File: src/rtl/servo_cmd_loader.sv
// servo_cmd_loader: decodes framed byte commands (HEADER, channel, duty) into a shared duty bus plus one-hot load strobes.
// Latency: dutycycle updates on the edge that accepts the last frame byte; load[ch] rises one edge later for LOAD_PULSE_CYCLES.
// Backpressure: rx_ready is low during APPLY/HOLD so the upstream holds its byte. `SERVO_CMD_CHECKSUM_EN adds a 4th byte (ch ^ duty).
module servo_cmd_loader #(
  parameter int         NUM_CHANNELS      = 8,
  parameter logic [7:0] HEADER            = 8'hFF,
  parameter int         LOAD_PULSE_CYCLES = 4,
  parameter int         TIMEOUT_CYCLES    = 1000000
) (
  input  logic                    clk,
  input  logic                    reset,
  input  logic [7:0]              rx_data,
  input  logic                    rx_valid,
  output logic                    rx_ready,
  output logic [7:0]              dutycycle,
  output logic [NUM_CHANNELS-1:0] load,
  output logic                    busy,
  output logic                    frame_err,
  output logic [15:0]             cmd_count
);

  // Counter widths never collapse to zero bits, even for the minimum parameter values.
  localparam int TO_W   = (TIMEOUT_CYCLES > 2) ? $clog2(TIMEOUT_CYCLES) : 1;
  localparam int HOLD_W = (LOAD_PULSE_CYCLES > 2) ? $clog2(LOAD_PULSE_CYCLES) : 1;

  localparam logic [TO_W-1:0]   TO_LAST   = TO_W'(TIMEOUT_CYCLES - 1);
  localparam logic [HOLD_W-1:0] HOLD_LAST = HOLD_W'(LOAD_PULSE_CYCLES - 1);

  localparam logic [2:0] S_IDLE  = 3'd0;
  localparam logic [2:0] S_CHAN  = 3'd1;
  localparam logic [2:0] S_DUTY  = 3'd2;
  localparam logic [2:0] S_APPLY = 3'd3;
  localparam logic [2:0] S_HOLD  = 3'd4;
`ifdef SERVO_CMD_CHECKSUM_EN
  localparam logic [2:0] S_CHK   = 3'd5;
`endif

  logic [2:0]              state_q, state_d;
  logic [7:0]              chan_q, chan_d;
`ifdef SERVO_CMD_CHECKSUM_EN
  logic [7:0]              duty_q, duty_d;
`endif
  logic [7:0]              dutycycle_q, dutycycle_d;
  logic [NUM_CHANNELS-1:0] load_q, load_d;
  logic                    frame_err_q, frame_err_d;
  logic [15:0]             cmd_count_q, cmd_count_d;
  logic [TO_W-1:0]         to_cnt_q, to_cnt_d;
  logic [HOLD_W-1:0]       hold_cnt_q, hold_cnt_d;

  logic [NUM_CHANNELS-1:0] chan_onehot;
  logic                    accept;
  logic                    chan_ok;
  logic                    to_expired;

  // Byte transfer handshake and per-byte qualifiers.
  assign rx_ready   = (state_q != S_APPLY) && (state_q != S_HOLD);
  assign accept     = rx_valid && rx_ready;
  assign chan_ok    = ({24'd0, rx_data} < 32'(NUM_CHANNELS));
  assign to_expired = (to_cnt_q == TO_LAST);

  // Decode the stored channel index into the strobe pattern.
  always_comb begin
    chan_onehot = '0;
    for (int i = 0; i < NUM_CHANNELS; i++) begin
      chan_onehot[i] = (chan_q == 8'(i));
    end
  end

  // Frame parser: next state, strobes, error pulse and the idle/hold counters.
  always_comb begin
    state_d     = state_q;
    chan_d      = chan_q;
`ifdef SERVO_CMD_CHECKSUM_EN
    duty_d      = duty_q;
`endif
    dutycycle_d = dutycycle_q;
    load_d      = '0;
    frame_err_d = 1'b0;
    cmd_count_d = cmd_count_q;
    to_cnt_d    = '0;           // cleared in IDLE/APPLY/HOLD and on every accepted byte
    hold_cnt_d  = '0;

    case (state_q)
      S_IDLE: begin
        // Non-header bytes between frames are dropped silently.
        if (accept && (rx_data == HEADER)) begin
          state_d = S_CHAN;
        end
      end

      S_CHAN: begin
        if (accept) begin
          if (chan_ok) begin
            chan_d  = rx_data;
            state_d = S_DUTY;
          end else if (rx_data != HEADER) begin
            frame_err_d = 1'b1;
            state_d     = S_IDLE;
          end
          // A repeated header keeps us here: the frame restarts.
        end else if (to_expired) begin
          frame_err_d = 1'b1;
          state_d     = S_IDLE;
        end else begin
          to_cnt_d = to_cnt_q + 1'b1;
        end
      end

      S_DUTY: begin
        // Every byte value is a legal duty, including one equal to HEADER.
        if (accept) begin
`ifdef SERVO_CMD_CHECKSUM_EN
          duty_d  = rx_data;
          state_d = S_CHK;
`else
          dutycycle_d = rx_data;
          state_d     = S_APPLY;
`endif
        end else if (to_expired) begin
          frame_err_d = 1'b1;
          state_d     = S_IDLE;
        end else begin
          to_cnt_d = to_cnt_q + 1'b1;
        end
      end

`ifdef SERVO_CMD_CHECKSUM_EN
      S_CHK: begin
        if (accept) begin
          if (rx_data == (chan_q ^ duty_q)) begin
            dutycycle_d = duty_q;
            state_d     = S_APPLY;
          end else begin
            frame_err_d = 1'b1;
            state_d     = S_IDLE;
          end
        end else if (to_expired) begin
          frame_err_d = 1'b1;
          state_d     = S_IDLE;
        end else begin
          to_cnt_d = to_cnt_q + 1'b1;
        end
      end
`endif

      S_APPLY: begin
        // dutycycle already settled on entry; raise the strobe one cycle later.
        load_d  = chan_onehot;
        state_d = S_HOLD;
      end

      S_HOLD: begin
        if (hold_cnt_q == HOLD_LAST) begin
          cmd_count_d = cmd_count_q + 16'd1;
          state_d     = S_IDLE;
        end else begin
          load_d     = chan_onehot;
          hold_cnt_d = hold_cnt_q + 1'b1;
        end
      end

      default: begin
        state_d = S_IDLE;
      end
    endcase
  end

  // State and output registers; reset clears load at once, even mid-pulse.
  always_ff @(posedge clk or posedge reset) begin
    if (reset) begin
      state_q     <= S_IDLE;
      chan_q      <= '0;
`ifdef SERVO_CMD_CHECKSUM_EN
      duty_q      <= '0;
`endif
      dutycycle_q <= '0;
      load_q      <= '0;
      frame_err_q <= 1'b0;
      cmd_count_q <= '0;
      to_cnt_q    <= '0;
      hold_cnt_q  <= '0;
    end else begin
      state_q     <= state_d;
      chan_q      <= chan_d;
`ifdef SERVO_CMD_CHECKSUM_EN
      duty_q      <= duty_d;
`endif
      dutycycle_q <= dutycycle_d;
      load_q      <= load_d;
      frame_err_q <= frame_err_d;
      cmd_count_q <= cmd_count_d;
      to_cnt_q    <= to_cnt_d;
      hold_cnt_q  <= hold_cnt_d;
    end
  end

  assign dutycycle = dutycycle_q;
  assign load      = load_q;
  assign busy      = (state_q != S_IDLE);
  assign frame_err = frame_err_q;
  assign cmd_count = cmd_count_q;

endmodule

File: config.mk
export PLATFORM = sky130hd
export DESIGN_NAME = servo_cmd_loader
export DESIGN_NICKNAME = d
export VERILOG_FILES = /design/src/rtl/servo_cmd_loader.sv
export SDC_FILE = /design/constraint.sdc
export NUM_CORES = 1
export LEC_CHECK = 0
export ABC_AREA = 0
export CORE_UTILIZATION = 53
export DETAILED_ROUTE_END_ITERATION = 12
export PLACE_DENSITY = 0.79
export SLEW_MARGIN = 30
export SYNTH_ARGS = -nofsm -noshare
export SYNTH_HDL_FRONTEND = slang
export SYNTH_SLANG_ARGS = --single-unit
File: constraint.sdc
create_clock -name clk -period 3 [get_ports clk]
set_input_delay 0.75 -clock clk [delete_from_list [all_inputs] [get_ports clk]]
set_output_delay 0.75 -clock clk [all_outputs]
set_load 0.01 [all_outputs]
==> metrics.yaml, run 1 <==
critPathLaunchType: "flip-flop"
synthTopCellsByArea: "dfrtp_1 55%, xnor2_1 7.2%, mux2_2 4.1%"
dpl.cell_count: 376
outcome: "completed"
multi_input_area_mm2: 0.00130
power.share.combinational: 0.035
regToRegEndpoint: "to_cnt_q[12]"
grt.overflow.total: 0
leakage_nw: 1.54
reg2reg_from: "to_cnt_q[0]"
synth_area_mm2: 0.00303
path_max_fanout: 11
ant_nets: 0
path_clk_slew_ps: 70
synth_top_area_share: 0.546
path_class: "reg2out"
tightestPinTransition_ps: 790
async_flop_share: 1.00
final_common_cell: "dfrtp_1"
regArea_mm2: 0.00165
cp.required_ps: 2250
antenna_found_initial: 0
drtIter0Drc: 102
h-tree-depth: 3
row_count: 27
wl_per_cell_um: 14.8
fin_cells: 392
cts_root_buf: "clkbuf_8"
n_fill_cell: 408
syn_to_final_growth_pct: 23.7
drive_gt1_frac: 0.125
ys_ff_latch: 66
crit_family: "simple AND/OR/NAND/NOR gates"
grt_max_degree: 40
yosysSeqAreaShare: 0.546
worst_setup_path_end_kind: "output port"
setup_tns_ps: 0
max_freq_mhz: 357
worst_path_max_delay_cell: "dfrtp_1"
hold_viol_final: 0
cts.repair.resized: 0
syn_area_per_cell_um2: 11.4
fin_ws_ps: 200
core_mm2: 0.00551
synth_ff_type: "dfrtp_1"
powerDensity_mw_per_mm2: 457
finClkSkew_ps: 6.06
power.share.clock: 0.439
cts_tree: "built"
synth.distinct_cells: 42
diodes: 0
power_mw: 1.71
first_pass_iters: 4
drv_slew: 0
grt_pass1_vias: 2187
io_buffers: 45
die_w_um: 77.6
ir_worst_vdd_uv: 346
critPathBufInv: 1
max_stage_delay_ps: 560
final_nets: 329
cts_sinks: 66
yosysWarnings: 0
p_int_mw: 1.35
numCtsBuffers: 9
worst_skew_pair.late_latency_ps: 340
start_util: 0.549
setup_violations: 0
viasPerCell: 5.55
cap_violations: 0
ctsHoldBuffers: 0
ioPinCount: 46
rsz0062_at_grt: "false"
seqPwrFrac: 0.525
yosys.area.top_type: "dfrtp_1"
worstHoldPathType: "reg2reg"
fp.dieH_um: 77.6
layout_common_cells: "66 x dfrtp_1, 45 x clkdlybuf4s50_1, 27 x nor2_1"
grt_usage: 0.222
worstRegToRegCells: 5
gp_congestion: 0.818
synth_nets: 280
crit_chain: "or3b_4 > and2_1 > clkdlybuf4s50_1"
place_hpwl_mm: 4.11
period_minus_slack_ps: 2800
holdWs_ps: 447
grt_pass1_wl_mm: 10.2
critPathLaunch: "state_q[2]"
place_ws_ps: 492
totalWireLength_mm: 5.80
r2r_slack_ps: 990
cp_num_cells: 3
syn_inst: 266
cts_buffer_depth: 2
slew_headroom: 0.473
drc_errors: 0
switchingPower_mw: 0.358
cts_setup_buffers: 0
worstSetupEndpoint: "rx_ready"
finalCritPeriodShare: 0.933
synth_edf_count: 0
die-area_mm2: 0.00601
via_count: 2174
swShare: 0.209
arrival_ps: 2050
-- worst min path at each step --
stage / end / from / cells past startpoint / slack [ps]
2_1_floorplan: hold_cnt_q[0] / hold_cnt_q[0] / 1 / 410
3_3_place_gp: hold_cnt_q[0] / hold_cnt_q[0] / 1 / 430
3_5_place_dp: hold_cnt_q[0] / hold_cnt_q[0] / 1 / 440
4_1_cts: hold_cnt_q[0] / hold_cnt_q[0] / 1 / 450
5_1_grt: hold_cnt_q[0] / hold_cnt_q[0] / 1 / 470
6_report: hold_cnt_q[0] / hold_cnt_q[0] / 1 / 450
-- per-layer routing --
layer | vias to the layer above | wire length (um) | share of wire | global-route usage
li1 | 1049 | - | - | -
met1 | 1051 | 2670 | 0.46 | 0.315
met2 | 62 | 2710 | 0.47 | 0.319
met3 | 12 | 301 | 0.052 | 0.0635
met4 | 0 | 118 | 0.020 | 0.0943
met5 | - | 0 | 0 | 0
-- final cells by class --
class | instances | area share
clock buffers | 14 | 0.0434
clock inverters | 2 | 0.00936
inverters | 8 | 0.00802
multi-input cells | 184 | 0.348
flip-flops and latches | 66 | 0.441
well taps | 72 | 0.0241
repair buffers | 46 | 0.126
-- synthesized netlist by cell type, types with 2 or more instances --
master and instances:
a21oi_1 5, and3_1 3, and4_1 4, buf_2 5, clkbuf_1 2, dfrtp_1 66, ha_1 3, inv_1 8
mux2_2 11, nand2_1 14, nand3_1 12, nand3b_1 2, nand4_1 16, nand4b_1 2, nor2_1 27, nor2b_1 7
nor3_1 6, nor3_2 4, nor4_1 9, nor4_4 2, o21ai_2 2, o22ai_1 2, o31ai_1 3, or3_1 2
or3b_4 2, or4_1 3, xnor2_1 25, xor2_1 5
-- worst reg2reg max path: stages, from the launching register on --
cell and delay, ps:
dfrtp_1 410, ha_1 220, and3_1 200, nand3_1 200, o21ai_2 700, nor2_1 130
-- state kept, by name (all words and copies together), names as in the netlist --
name	cells
frame_err	1
to_cnt_q	20
hold_cnt_q	2
chan_q	8
load	8
state_q	3
dutycycle	8
cmd_count	16
-- power by group through the flow --
stage          sequential, mW  clock (mW)  combinational (mW)
6_report                0.899       0.752              0.0603
5_1_grt                 0.898       0.811              0.0676
4_1_cts                 0.898       0.768              0.0624
3_5_place_dp            0.915           0              0.0620
3_3_place_gp            0.915           0              0.0606
2_1_floorplan           0.916           0              0.0246
-- through the flow --
step / utilization / instance area, um^2
after detailed placement: 0.644 / 3550
after global routing: 0.680 / 3740
after CTS: 0.680 / 3740
after floorplan: - / 3030
final: 0.680 / 3740
after global placement: 0.644 / 3550
-- kinds of logic after synthesis --
family / count (synthesis) / synth area share
AO/OA/AOI/OAI: 16 / 0.0368
XOR/XNOR: 30 / 0.0868
adder cells (fa/ha/maj): 3 / 0.0124
buffers and inverters: 16 / 0.0232
flip-flops: 66 / 0.546
multiplexers: 12 / 0.0447
AND/OR/NAND/NOR: 123 / 0.250
No activity file was read; power rests on OpenSTA's default activity.
==> inputs of run 2 (changes only) <==
GPL_TIMING_DRIVEN = 0   (was unset)
==> run 2 against run 1 <==
Combinational power is 1% higher. Largest cell class unchanged. Count of clock-buffer cells in the layout shrank 4. Wire length down 0.40%. Non-clock buffer count up 7. Final area grew 0.53%. Total power is 2.7% lower. Critical path depth grew 1. Flip-flop and latch count is the same. Cell count rose by 1.8%. Die area stayed put. Sequential share of layout area down 0.23 points. Highest routed layer unchanged.
==> metrics.yaml, run 2 (synthesized netlist as in run 1, its figures left out) <==
tightestPinTransition_ps: 474
wl_per_cell_um: 14.5
core_mm2: 0.00551
totalWireLength_mm: 5.78
die_w_um: 77.6
critPathBufInv: 2
outcome: "completed"
worstHoldPathType: "reg2reg"
syn_to_final_growth_pct: 24.4
rsz0062_at_grt: "false"
grt_max_degree: 42
cts.repair.resized: 0
via_count: 2206
drv_slew: 0
cts_tree: "built"
cts_root_buf: "clkbuf_8"
fin_ws_ps: 273
worst_skew_pair.late_latency_ps: 330
ctsHoldBuffers: 0
row_count: 27
max_freq_mhz: 367
final_common_cell: "dfrtp_1"
arrival_ps: 1980
period_minus_slack_ps: 2730
ioPinCount: 46
finalCritPeriodShare: 0.909
die-area_mm2: 0.00601
worstSetupEndpoint: "rx_ready"
fin_util: 0.683
place_ws_ps: 459
cts_buffer_depth: 2
grt_usage: 0.221
gp_congestion: 0.808
drc_errors: 0
first_pass_iters: 4
largest_reg_flops: 20
critPathLaunchType: "flip-flop"
fp.dieH_um: 77.6
grt.overflow.total: 0
grt_pass1_wl_mm: 10.3
path_clk_slew_ps: 70
drtIter0Drc: 123
worstRegToRegCells: 6
crit_chain: "buf_2 > or3b_4 > and2_1 > clkdlybuf4s50_1"
viasPerCell: 5.53
cp.required_ps: 2250
critPathLaunch: "state_q[1]"
cp_num_cells: 4
layout_common_cells: "66 x dfrtp_1, 44 x clkdlybuf4s50_1, 27 x nor2_1"
grt_pass1_vias: 2241
path_max_fanout: 9
holdWs_ps: 460
r2r_slack_ps: 990
leakage_nw: 1.56
cts_setup_buffers: 0
start_util: 0.549
n_fill_cell: 413
h-tree-depth: 3
worst_setup_path_end_kind: "output port"
diodes: 0
hold_viol_final: 0
place_hpwl_mm: 4.08
io_buffers: 44
crit_family: "buffers and inverters"
antenna_found_initial: 0
reg2reg_from: "to_cnt_q[0]"
powerDensity_mw_per_mm2: 442
slew_headroom: 0.681
cap_violations: 0
path_class: "reg2out"
max_stage_delay_ps: 490
setup_violations: 0
regToRegEndpoint: "to_cnt_q[15]"
numCtsBuffers: 9
drive_gt1_frac: 0.147
cts_sinks: 66
finClkSkew_ps: 6.58
regMostFlops: "to_cnt_q"
worst_path_max_delay_cell: "clkdlybuf4s50_1"
ant_nets: 0
final_nets: 336
ir_worst_vdd_uv: 404
## run 2: where the power goes
| group | leakage [nW] | switching [mW] | internal [mW] |
|---|---|---|---|
| logic | 0.542 | 0.0329 | 0.0279 |
| clock network | 0.0958 | 0.329 | 0.378 |
| registers | 0.922 | 0.00271 | 0.895 |
| total | 1.56 | 0.364 | 1.30 |
## run 2: metal layers
layer / wire length [um] / global-route usage
met1: 2650 / 0.296
met2: 2780 / 0.342
met3: 264 / 0.0518
met4: 91 / 0.0981
met5: 0 / 0
## run 2: worst min-delay path by stage
stage | startpoint | end | slack (ps) | cells after the start
3_3_place_gp | hold_cnt_q[0] | hold_cnt_q[0] | 430 | 1
2_1_floorplan | hold_cnt_q[0] | hold_cnt_q[0] | 410 | 1
6_report | hold_cnt_q[0] | hold_cnt_q[0] | 460 | 1
4_1_cts | hold_cnt_q[0] | hold_cnt_q[0] | 470 | 1
3_5_place_dp | hold_cnt_q[0] | hold_cnt_q[0] | 460 | 1
5_1_grt | hold_cnt_q[0] | hold_cnt_q[0] | 480 | 1
## run 2: worst register-to-register path: stages, from the launching register on
cell and delay, ps:
dfrtp_1 410, ha_1 240, and3_1 200, nand3_1 210, o21ai_2 450, buf_2 300
nor2_1 90
## run 2: layout make-up
class / count / area (um^2) / area share
multi-input cells: 184 / 1300 / 0.346
inverters: 8 / 32.5 / 0.00864
repair buffers: 45 / 460 / 0.122
plain buffers: 8 / 40.0 / 0.0106
clock buffers: 10 / 128 / 0.0339
clock inverters: 6 / 57.6 / 0.0153
well taps: 72 / 90.1 / 0.0239
flip-flops and latches: 66 / 1650 / 0.439
## run 2: per-stage QoR
step | TNS (ps) | power [mW] | std cells | instance area (um^2)
floorplan | 0 | 0.941 | 266 | 3030
detailed placement | 0 | 0.977 | 383 | 3580
finish | 0 | 1.66 | 399 | 3760
global placement | -32940 | 0.972 | 382 | 3560
CTS | 0 | 1.68 | 399 | 3760
global route | 0 | 1.74 | 399 | 3760
==> inputs of run 3 (changes only) <==
CELL_PAD_IN_SITES_DETAIL_PLACEMENT = 1   (was unset)
CELL_PAD_IN_SITES_GLOBAL_PLACEMENT = 1   (was unset)
CORE_UTILIZATION = 42   (was 53)
PLACE_DENSITY = 0.78   (was 0.79)
SKIP_LAST_GASP = 1   (was unset)
==> run 3 against run 2 <==
Core utilization decreased by 13 points. Via count increased by 1.5%. Combinational power about the same. Sequential share of layout area decreased by 0.49 points. First-iteration DRC count decreased by 31%. Worst setup slack got worse by 33 ps. Die area increased by 25%.
==> metrics.yaml, run 3 (synthesized netlist as in run 1, its figures left out) <==
outcome: "completed"
grt_pass1_vias: 2376
cts_root_buf: "clkbuf_8"
max_freq_mhz: 362
fp.dieH_um: 86.9
drc_errors: 0
cp.required_ps: 2250
ant_nets: 0
tightestPinTransition_ps: 525
cts.repair.resized: 0
totalWireLength_mm: 6.75
row_count: 30
holdPathStages: 1
arrival_ps: 2010
finClkSkew_ps: 9.91
final_nets: 336
critPathBufInv: 2
syn_to_final_growth_pct: 25.8
first_pass_iters: 4
leakage_nw: 1.57
gp_congestion: 0.739
reg2reg_from: "to_cnt_q[10]"
r2r_slack_ps: 880
grt_pass1_wl_mm: 11.7
worst_setup_path_end_kind: "output port"
whs_endpoint: "hold_cnt_q[0]"
critPathLaunchType: "flip-flop"
period_minus_slack_ps: 2760
worst_skew_pair.late_latency_ps: 340
final_common_cell: "dfrtp_1"
ioPinCount: 46
power_mw: 1.71
antenna_found_initial: 0
regMostFlops: "to_cnt_q"
grt.overflow.total: 0
setup_violations: 0
die-area_mm2: 0.00755
h-tree-depth: 3
wl_per_cell_um: 16.0
io_buffers: 44
rsz0062_at_grt: "false"
finalCritPeriodShare: 0.920
min_from: "hold_cnt_q[0]"
largest_reg_flops: 20
numCtsBuffers: 9
start_util: 0.440
diodes: 0
path_class: "reg2out"
worst_path_max_delay_cell: "clkdlybuf4s50_1"
place_hpwl_mm: 4.66
core_mm2: 0.00687
drive_gt1_frac: 0.141
cts_setup_buffers: 0
layout_common_cells: "66 x dfrtp_1, 44 x clkdlybuf4s50_1, 27 x nor2_1"
cts_buffer_depth: 2
n_fill_cell: 732
grt_usage: 0.203
worstHoldPathType: "reg2reg"
drv_slew: 0
max_stage_delay_ps: 500
ir_worst_vdd_uv: 235
via_count: 2239
path_clk_slew_ps: 60
powerDensity_mw_per_mm2: 449
hold_viol_final: 0
ctsHoldBuffers: 0
drtIter0Drc: 85
viasPerCell: 5.29
place_area_mm2: 0.00361
die_w_um: 86.9
regToRegEndpoint: "to_cnt_q[12]"
cts_sinks: 66
setup_tns_ps: 0
fin_area_mm2: 0.00381
crit_chain: "buf_4 > or3b_4 > and2_1 > clkdlybuf4s50_1"
path_max_fanout: 10
worstRegToRegCells: 6
grt_max_degree: 43
cap_violations: 0
cts_tree: "built"
slew_headroom: 0.646
crit_family: "buffers and inverters"
## run 3: worst reg2reg max path: cells and delay by family, from the launching register on
kind / cells / cell delay [ps]
AOI/OAI and AO/OA: 1 / 450
DFF: 1 / 360
and+or+nand+nor: 3 / 660
buffers and inverters: 2 / 540
## run 3: stage by stage
| step | instances | worst slack [ps] | utilization | hold slack [ps] |
|---|---|---|---|---|
| floorplan | 266 | 595 | - | 414 |
| global placement | 406 | -551 | 0.522 | 426 |
| detailed placement | 407 | 428 | 0.525 | 436 |
| CTS | 423 | 225 | 0.554 | 442 |
| global route | 423 | 173 | 0.554 | 455 |
| finish | 423 | 240 | 0.554 | 442 |
## run 3: layout make-up
class                   instances  area, um^2  share of cell area
inverters                       8        32.5             0.00855
repair buffers                 45         460               0.121
clock buffers                  14         163              0.0427
flip-flops and latches         66        1650               0.434
clock inverters                 2        35.0             0.00920
plain buffers                   8        40.0              0.0105
multi-input cells             184        1300               0.343
well taps                      96         120              0.0316
## run 3: how the worst max path moves through the flow
stage | start | to | slack (ps) | depth (start not counted)
4_1_cts | state_q[0] | rx_ready | 230 | 4
3_3_place_gp | reset | dutycycle[6] | -550 | 2
3_5_place_dp | rx_data[3] | chan_q[0] | 430 | 5
6_report | state_q[0] | rx_ready | 240 | 4
5_1_grt | state_q[0] | rx_ready | 170 | 4
2_1_floorplan | reset | chan_q[0] | 600 | 1
## run 3: power by group
group | switching [mW] | internal [mW] | total [mW]
clock network | 0.321 | 0.429 | 0.750
logic | 0.0332 | 0.0279 | 0.0611
registers | 0.00277 | 0.895 | 0.898
total | 0.357 | 1.35 | 1.71
## run 3: routing by layer
layer	part of all wire	up-vias	routed length (um)	GRT usage
li1	-	1063	-	-
met1	0.46	1127	3120	0.271
met2	0.48	39	3260	0.318
met3	0.038	10	259	0.0483
met4	0.016	0	108	0.0818
met5	0	-	0	0
